`config.mk`:
```
export PLATFORM = sky130hd
export DESIGN_NAME = truth_table_sweeper
export DESIGN_NICKNAME = d
export VERILOG_FILES = /design/src/rtl/truth_table_sweeper.sv
export SDC_FILE = /design/constraint.sdc
export NUM_CORES = 1
export LEC_CHECK = 0
export CAP_MARGIN = 20
export CELL_PAD_IN_SITES_DETAIL_PLACEMENT = 0
export CELL_PAD_IN_SITES_GLOBAL_PLACEMENT = 1
export CORE_UTILIZATION = 35
export DETAILED_ROUTE_END_ITERATION = 16
export PLACE_DENSITY_LB_ADDON = 0.08
export SETUP_SLACK_MARGIN = 0.15
export SYNTH_ARGS = -nofsm -noshare
export SYNTH_HDL_FRONTEND = slang
export SYNTH_SLANG_ARGS = --single-unit
export TNS_END_PERCENT = 20
```
`constraint.sdc`:
```
create_clock -name clk -period 2.33 [get_ports clk]
set_input_delay 0.466 -clock clk [delete_from_list [all_inputs] [get_ports clk]]
set_output_delay 0.466 -clock clk [all_outputs]
set_load 0.005 [all_outputs]
```
`src/rtl/truth_table_sweeper.sv`:
```
// Sweeps every input vector of a small combinational gate, waits SETTLE cycles per
// vector, samples the gate output and compares the observed truth table to EXPECTED.
module truth_table_sweeper #(
  parameter int unsigned             N_IN     = 2,
  parameter int unsigned             SETTLE   = 2,
  parameter logic [2**N_IN-1:0]      EXPECTED = 4'b0100
) (
  input  logic                 clk,
  input  logic                 rst,
  input  logic                 start,
  output logic [N_IN-1:0]      gate_in,
  input  logic                 gate_out,
  output logic                 busy,
  output logic                 done,
  output logic [2**N_IN-1:0]   table_out,
  output logic [N_IN:0]        err_count,
  output logic                 match
);

  localparam int unsigned       ROWS        = 2**N_IN;
  localparam logic [N_IN-1:0]   VEC_LAST    = '1;
  localparam logic [N_IN-1:0]   VEC_ONE     = N_IN'(1);
  localparam logic [N_IN:0]     ERR_ONE     = (N_IN + 1)'(1);
  localparam logic [3:0]        SETTLE_LAST = 4'(SETTLE - 1);

  typedef enum logic [1:0] {
    IDLE,
    WAIT,
    SAMPLE,
    FINISH
  } state_t;

  state_t            state_q, state_d;
  logic [N_IN-1:0]   vec_q, vec_d;
  logic [3:0]        settle_q, settle_d;
  logic [ROWS-1:0]   table_q, table_d;
  logic [N_IN:0]     err_q, err_d;
  logic              valid_q, valid_d;

  always_ff @(posedge clk or posedge rst) begin
    if (rst) begin
      state_q  <= IDLE;
      vec_q    <= '0;
      settle_q <= '0;
      table_q  <= '0;
      err_q    <= '0;
      valid_q  <= 1'b0;
    end else begin
      state_q  <= state_d;
      vec_q    <= vec_d;
      settle_q <= settle_d;
      table_q  <= table_d;
      err_q    <= err_d;
      valid_q  <= valid_d;
    end
  end

  always_comb begin
    state_d  = state_q;
    vec_d    = vec_q;
    settle_d = settle_q;
    table_d  = table_q;
    err_d    = err_q;
    valid_d  = valid_q;
    case (state_q)
      IDLE: begin
        if (start) begin
          table_d  = '0;
          err_d    = '0;
          valid_d  = 1'b0;
          vec_d    = '0;
          settle_d = '0;
          state_d  = WAIT;
        end
      end
      WAIT: begin
        settle_d = settle_q + 4'd1;
        if (settle_q == SETTLE_LAST) state_d = SAMPLE;
      end
      SAMPLE: begin
        table_d[vec_q] = gate_out;
        if (gate_out != EXPECTED[vec_q]) err_d = err_q + ERR_ONE;
        // vec holds at the last row so gate_in stays put through FINISH
        if (vec_q == VEC_LAST) begin
          state_d = FINISH;
        end else begin
          vec_d    = vec_q + VEC_ONE;
          settle_d = '0;
          state_d  = WAIT;
        end
      end
      FINISH: begin
        valid_d = 1'b1;
        state_d = IDLE;
      end
      default: state_d = IDLE;
    endcase
  end

  assign gate_in   = vec_q;
  assign busy      = (state_q != IDLE);
  assign done      = (state_q == FINISH);
  assign table_out = table_q;
  assign err_count = err_q;
  assign match     = valid_q && (err_q == '0);

endmodule

```
==> results.toml, run 1 <==
[clock_network]
cts_buffers = 3
htree_levels = 1
max-clock-path-buffers = 2
cts_root_buf = "clkbuf_4"
ctsHoldBuffers = 0
cts_tree = "built"
post_cts_resized = 0
postCtsSetupBuffers = 0
clk_pin_slew_ns = 0.10
clk_latency_ns = 0.29
cts.sink_count = 16

[floorplanning]
fp-row-count = 18
die_w_um = 54.3
start_util_pct = 37.9
fp.dieArea_sq_um = 2950
core_area_sq_um = 2520
die_height_um = 54.3
ioPinCount = 16

[synth]
synth_area_leader_cell = "dfrtp_1"
synth.avg_cell_area_sq_um = 10.5
synth_seq_cells = 16
syn_area_sq_um = 957
synth_cell_types = 30
synth_ff_type = "dfrtp_1"
synthArstFlopShare_pct = 100
synthTopCellsByCount = "dfrtp_1 (16), ha_1 (10), a22o_1 (9)"
synth_most_common_cell = "dfrtp_1"
synth_cells = 91
synth_top_area_share_pct = 41.8
synth-seq-area-share_pct = 41.8
synth_edf_count = 0
synth.area.top_cells = "dfrtp_1 (42%), ha_1 (13%), a22o_1 (8.2%), mux2_2 (4.7%), inv_1 (3.1%)"
yosysWarnings = 0
synthesis.nets = 105

[timing]
fmax_ghz = 0.479
slew-limit-headroom_pct = 56.9
skew_ns = 0.00854
period_share_pct = 89.7
worstMarginPinSlew_ns = 0.645
rsz0062_at_grt = "true"
fin_tns_setup_ns = 0
slew_violations = 0
fin_crit_ns = 2.09
setup_violations = 0
hold_viol_final = 0
layout_setup_ws_ns = 0.240

[setup_path]
cp.arrival_ns = 1.62
required_ns = 1.86
cp-start-kind = "register"
crit_fanout = 4
worst_setup_path_end_kind = "output pin"
crit_type = "reg2out"

[placement]
place.gp.congestion = 0.681
place_ws_ns = 0.386
port_buffers = 15
place_hpwl_um = 1330

[grt]
antenna_found_initial = 0
grt_first_pass_wirelength_um = 3150
grt_use_met3_pct = 3.89
use_met2_pct = 22.0
met1_usage_pct = 22.9
grt_pass1_vias = 668
grt_use_total_pct = 15.6
gr-total-overflow = 0
busiest_layer = "met1"
grt_max_degree = 17

[routing]
vias_per_cell = 5.12
routed_wl_um = 1900
drc_errors = 0
dr_total_vias = 707
drt_iter0_drc = 9
firstDrtPassIters = 4
wl_per_cell_um = 13.7
antenna_left = 0

[run_status]
status = "complete, no violations"

[layout]
fin_nets = 123
syn_to_final_growth_pct = 21.8
antennaDiodeCount = 0
drive_above_1_share_pct = 11.1
fin_util_pct = 46.2

[run]
cap_violations = 0

[pwr]
vdd_drop_max_uv = 644
p_per_area_nw_per_um2 = 1120
p_leak_nw = 0.567

[min_path]
hp-class = "reg2reg"
==> power by group <==
part	switching, W	internal [W]
Combinational	0.000281	0.000341
Clock	0.0000928	0.0000950
Sequential	0.000122	0.000368
==> routing by layer <==
metal / wire [um] / vias to the layer above
li1: - / 356
met1: 1000 / 338
met2: 809 / 11
met3: 73 / 2
met4: 10 / 0
met5: 0 / -
==> area by class of cell <==
type / instances / area (sq um)
Timing Repair Buffer: 16 / 158
Inverter: 8 / 30.0
Clock buffer: 4 / 36.3
Tap cell: 30 / 37.5
Multi-Input combinational cell: 64 / 503
Sequential cell: 16 / 402
Fill cell: 254 / 1360
==> cell families after synthesis <==
kind of cell             after synthesis  share of synthesized area (%)
flip-flops                            16                           41.8
buffers and inverters                 11                           5.62
AO/OA/AOI/OAI                         22                           18.8
adder cells (fa/ha/maj)               10                           13.1
AND/OR/NAND/NOR                       26                           13.9
multiplexers                           6                           6.80
==> flip-flops by register name, summed over array words and instances, names as in the netlist <==
register,cells
settle_q,4
table_out,4
err_count,3
gate_in,2
state_q,2
valid_q,1
==> layout by cell type, fill, tap and decap left out, types with 3 or more instances in the layout <==
master,n
clkbuf_4,3
dfrtp_1,15
inv_1,8
a22o_1,9
nor2_1,7
nand2b_1,3
ha_1,10
nand2_1,6
clkdlybuf4s50_1,15
o21ai_0,3
mux2_2,4
==> stage by stage <==
stage          hold WS, ns  instances  total power [W]  instance area (sq um)
5_1_grt              0.569        138          0.00143                   1170
4_1_cts              0.536        138          0.00132                   1160
6_report             0.526        138          0.00130                   1170
3_3_place_gp         0.501        134          0.00112                   1130
2_1_floorplan        0.380         91         0.000902                    957
3_5_place_dp         0.511        134          0.00112                   1130
==> critical path, cell delays in order, from the launching register on <==
cell,delay [ns]
dfrtp_1,0.42
inv_1,0.10
ha_1,0.16
and3b_1,0.16
clkdlybuf4s50_1,0.49
==> worst paths after layout <==
path | from | cells after the start | end | slack, ns
setup / recovery | err_count[0]$_DFFE_PP0P_ | 4 | match | 0.24
hold / removal | valid_q$_DFFE_PP0P_ | 2 | valid_q$_DFFE_PP0P_ | 0.53
setup reg to reg | gate_in[0]$_DFFE_PP0P_ | 6 | err_count[2]$_DFFE_PP0P_ | 0.49
hold reg to reg | valid_q$_DFFE_PP0P_ | 2 | valid_q$_DFFE_PP0P_ | 0.53
max in group asynchronous | rst | 2 | state_q[0]$_DFFE_PP0P_ | 1.31
min in group asynchronous | rst | 2 | err_count[2]$_DFFE_PP0P_ | 0.56
(Power assumes the default switching activity.)
==> run 2: changes to the inputs <==
- CORE_MARGIN: default -> 10
- HOLD_SLACK_MARGIN: default -> 0.08
==> run 2 against run 1 <==
Power decreased by 1.4%. Hold slack worse by 0.0025 ns. Global-route usage decreased by 7.1 points. Critical path type unchanged. Largest power group unchanged.
==> results.toml, run 2 (synthesis gave the netlist of run 1 again) <==
[clock_network]
cts_buffers = 3
cts_tree = "built"
htree_levels = 1
post_cts_resized = 0
max-clock-path-buffers = 2
postCtsSetupBuffers = 0
ctsHoldBuffers = 0
clk_pin_slew_ns = 0.10
cts_root_buf = "clkbuf_4"
clk_latency_ns = 0.30
cts.sink_count = 16

[grt]
antenna_found_initial = 0
grt_pass1_vias = 725
grt_use_total_pct = 8.51
gr-total-overflow = 0
grt_max_degree = 17
grt_first_pass_wirelength_um = 3580

[setup_path]
required_ns = 1.86
worst_setup_path_end_kind = "output pin"
crit_type = "reg2out"
cp.arrival_ns = 1.63
crit_fanout = 4
cp-start-kind = "register"

[pwr]
p_leak_nw = 0.566
p_per_area_nw_per_um2 = 1110
vdd_drop_max_uv = 557

[timing]
fin_tns_setup_ns = 0
slew-limit-headroom_pct = 57.3
skew_ns = 0.0118
timing.hold.ws_ns = 0.523
rsz0062_at_grt = "false"
layout_setup_ws_ns = 0.235
slew_violations = 0
period_share_pct = 89.9
fmax_ghz = 0.477
fin_crit_ns = 2.10
worstMarginPinSlew_ns = 0.640
setup_violations = 0
hold_viol_final = 0

[layout]
final_cell_mix = "dfrtp_1 (16), clkdlybuf4s50_1 (15), ha_1 (10)"
drive_above_1_share_pct = 10.2
layout_commonest_cell = "dfrtp_1"
fin_util_pct = 45.5
syn_to_final_growth_pct = 21.0
antennaDiodeCount = 0
fin_nets = 124

[routing]
routed_wl_um = 2080
wl_met3_um = 192
vias_per_cell = 5.17
drt_iter0_drc = 42
drc_errors = 0
antenna_left = 0
dr_total_vias = 714
met2WireLength_um = 884
wl_met1_um = 995
top_layer = "met4"
firstDrtPassIters = 4
wl_per_cell_um = 15.1

[floorplanning]
start_util_pct = 37.6
ioPinCount = 16
fp.dieArea_sq_um = 5230
die_height_um = 72.3
core_area_sq_um = 2540
fp-row-count = 18
die_w_um = 72.3

[min_path]
hp-class = "reg2reg"

[placement]
place.gp.congestion = 0.710
port_buffers = 15
place_hpwl_um = 1490
place_ws_ns = 0.375

[run_status]
status = "complete, no violations"

[run]
cap_violations = 0
-- run 2: area by class of cell --
class,count,area [sq um]
Clock buffer,3,22.5
Fill cell,248,1390
Inverter,8,30.0
Multi-Input combinational cell,64,503
Sequential cell,16,400
Tap cell,30,37.5
Timing Repair Buffer,17,165
-- run 2: final timing paths --
| check | start | to | slack [ns] | cells after the start |
|---|---|---|---|---|
| max in group asynchronous | rst | table_out[1]$_DFFE_PP0P_ | 1.36 | 2 |
| max reg2reg | gate_in[0]$_DFFE_PP0P_ | err_count[2]$_DFFE_PP0P_ | 0.51 | 6 |
| max | err_count[0]$_DFFE_PP0P_ | match | 0.23 | 4 |
| min | table_out[3]$_DFFE_PP0P_ | table_out[3]$_DFFE_PP0P_ | 0.52 | 2 |
| min in group asynchronous | rst | valid_q$_DFFE_PP0P_ | 0.54 | 2 |
| min reg2reg | table_out[3]$_DFFE_PP0P_ | table_out[3]$_DFFE_PP0P_ | 0.52 | 2 |
-- run 2: critical path, cell delays in order (launching register included) --
cell and delay [ns]:
dfrtp_1 0.42, inv_1 0.10, ha_1 0.15, and3b_1 0.15, clkdlybuf4s50_1 0.50
-- run 2: metrics by stage --
step	cell area [sq um]	instances	power [W]
after floorplan	957	91	0.000902
after global placement	1140	135	0.00114
after detailed placement	1140	135	0.00115
after CTS	1160	138	0.00130
after global routing	1160	138	0.00141
final	1160	138	0.00128
-- run 2: report_power, final --
part | internal, W | switching (W)
Clock | 0.0000603 | 0.0000907
Sequential | 0.000367 | 0.000114
Combinational | 0.000352 | 0.000299
-- run 2: per-layer routing --
metal	global-route usage [%]	vias up
met1	10.4	341
li1	-	354
met5	0	-
met4	2.58	0
met2	12.2	17
met3	4.90	2
==> run 3: changes to the inputs <==
- CAP_MARGIN: 20 -> 0
- CORE_MARGIN: 10 -> 3
- SETUP_SLACK_MARGIN: 0.15 -> 0.2
==> run 3 against run 2 <==
Design area rose by 0.65%. Via count decreased by 1.7%. Non-clock buffer count grew 1. Register-to-register slack is essentially flat. Die area down 35%. Core utilization grew 0.29 points. Power shrank 1.4%.
==> results.toml, run 3 (synthesis gave the netlist of run 1 again) <==
[timing]
rsz0062_at_grt = "false"
period_share_pct = 88.2
skew_ns = 0.00119
slew_violations = 0
setup_violations = 0
slew-limit-headroom_pct = 58.2
hold_viol_final = 0
fmax_ghz = 0.487
fin_tns_setup_ns = 0
worstMarginPinSlew_ns = 0.627
layout_setup_ws_ns = 0.276
fin_crit_ns = 2.05

[setup_path]
crit_type = "reg2out"
worst_setup_path_end_kind = "output pin"
required_ns = 1.86
r2r_slack_ns = 0.51
crit_fanout = 4
ff2ff_path_depth = 6
reg2reg_from = "gate_in[0]$_DFFE_PP0P_"
cp-start-kind = "register"
cp.arrival_ns = 1.59
rr_endpoint = "err_count[2]$_DFFE_PP0P_"

[routing]
antenna_left = 0
wl_per_cell_um = 13.2
dr_total_vias = 702
vias_per_cell = 5.05
drc_errors = 0
firstDrtPassIters = 4
routed_wl_um = 1830
drt_iter0_drc = 22

[placement]
port_buffers = 15
place_ws_ns = 0.375
place_hpwl_um = 1340
place.gp.congestion = 0.736

[clock_network]
cts_root_buf = "clkbuf_4"
clk_pin_slew_ns = 0.09
ctsHoldBuffers = 0
cts_tree = "built"
cts.sink_count = 16
cts_buffers = 3
max-clock-path-buffers = 2
htree_levels = 1
clk_latency_ns = 0.28

[layout]
multi_input_area_sq_um = 503
drive_above_1_share_pct = 11.0
fin_util_pct = 45.8
syn_to_final_growth_pct = 21.8
fillers = 260
layout_commonest_cell = "dfrtp_1"
fin_nets = 125
antennaDiodeCount = 0
final_cell_mix = "dfrtp_1 (16), clkdlybuf4s50_1 (15), ha_1 (10)"
seq_area_sq_um = 400

[pwr]
p_per_area_nw_per_um2 = 1080
vdd_drop_max_uv = 526
p_leak_nw = 0.571

[run_status]
status = "complete, no violations"

[grt]
gr-total-overflow = 0
grt_use_total_pct = 12.6
grt_pass1_vias = 722
antenna_found_initial = 0
grt_first_pass_wirelength_um = 3290
grt_max_degree = 17

[floorplanning]
fp.dieArea_sq_um = 3400
fp-row-count = 18
start_util_pct = 37.6
ioPinCount = 16
core_area_sq_um = 2540
die_height_um = 58.3
die_w_um = 58.3

[min_path]
hp-class = "reg2reg"
hold_path_depth = 2
worstHoldEndpoint = "table_out[3]$_DFFE_PP0P_"
min_from = "table_out[3]$_DFFE_PP0P_"

[run]
cap_violations = 0
==> run 3: cell types whose count changed in the layout (fill, tap and decap cells not counted), sizes merged <==
cell | before | now
buf | 2 | 3
==> run 3: repair_timing <==
item                       4_1_cts  5_1_grt
setup buffers                    0        1
setup endpoints to repair        0        1
gates resized for setup          0        0
==> run 3: power by group <==
group          switching, W  internal, W
registers         0.0000994     0.000367
logic              0.000299     0.000356
clock network     0.0000840    0.0000599
==> run 3: worst max-delay path, cell delays in order, from the launching register on <==
cell	delay, ns
dfrtp_1	0.41
inv_1	0.10
ha_1	0.15
and3b_1	0.15
clkdlybuf4s50_1	0.49
==> run 3: layer usage <==
metal / global-route usage [%] / share of wire (%) / vias up
met5: 0 / 0 / -
met4: 5.96 / 0.82 / 0
met3: 2.41 / 3.7 / 2
met2: 19.0 / 45 / 10
met1: 17.5 / 51 / 331
li1: - / - / 359
==> run 3: per-stage QoR <==
stage / cells / total power [W] / instance area [sq um] / hold slack [ns]
floorplan: 91 / 0.000902 / 957 / 0.380
global placement: 135 / 0.00113 / 1140 / 0.504
detailed placement: 135 / 0.00113 / 1140 / 0.505
CTS: 138 / 0.00129 / 1160 / 0.532
global route: 139 / 0.00141 / 1170 / 0.560
finish: 139 / 0.00126 / 1170 / 0.525
==> run 3: cell type report <==
cell class                      instances  share of cell area (%)
Multi-Input combinational cell         64                    43.1
Sequential cell                        16                    34.3
Timing Repair Buffer                   18                    14.8
Tap cell                               30                    3.22
Inverter                                8                    2.58
Clock buffer                            3                    1.93
==> run 3: how the worst max path moves through the flow <==
stage                     cells past startpoint                  endpoint  slack [ns]                     start
after detailed placement                      5  err_count[2]$_DFFE_PP0P_        0.37                  gate_out
final                                         4                     match        0.28  err_count[0]$_DFFE_PP0P_
after global routing                          4                     match        0.20  err_count[1]$_DFFE_PP0P_
after floorplan                               6  err_count[2]$_DFFE_PP0P_        0.61    gate_in[0]$_DFFE_PP0P_
after CTS                                     4                     match        0.24  err_count[0]$_DFFE_PP0P_
after global placement                        5  err_count[2]$_DFFE_PP0P_        0.40                  gate_out
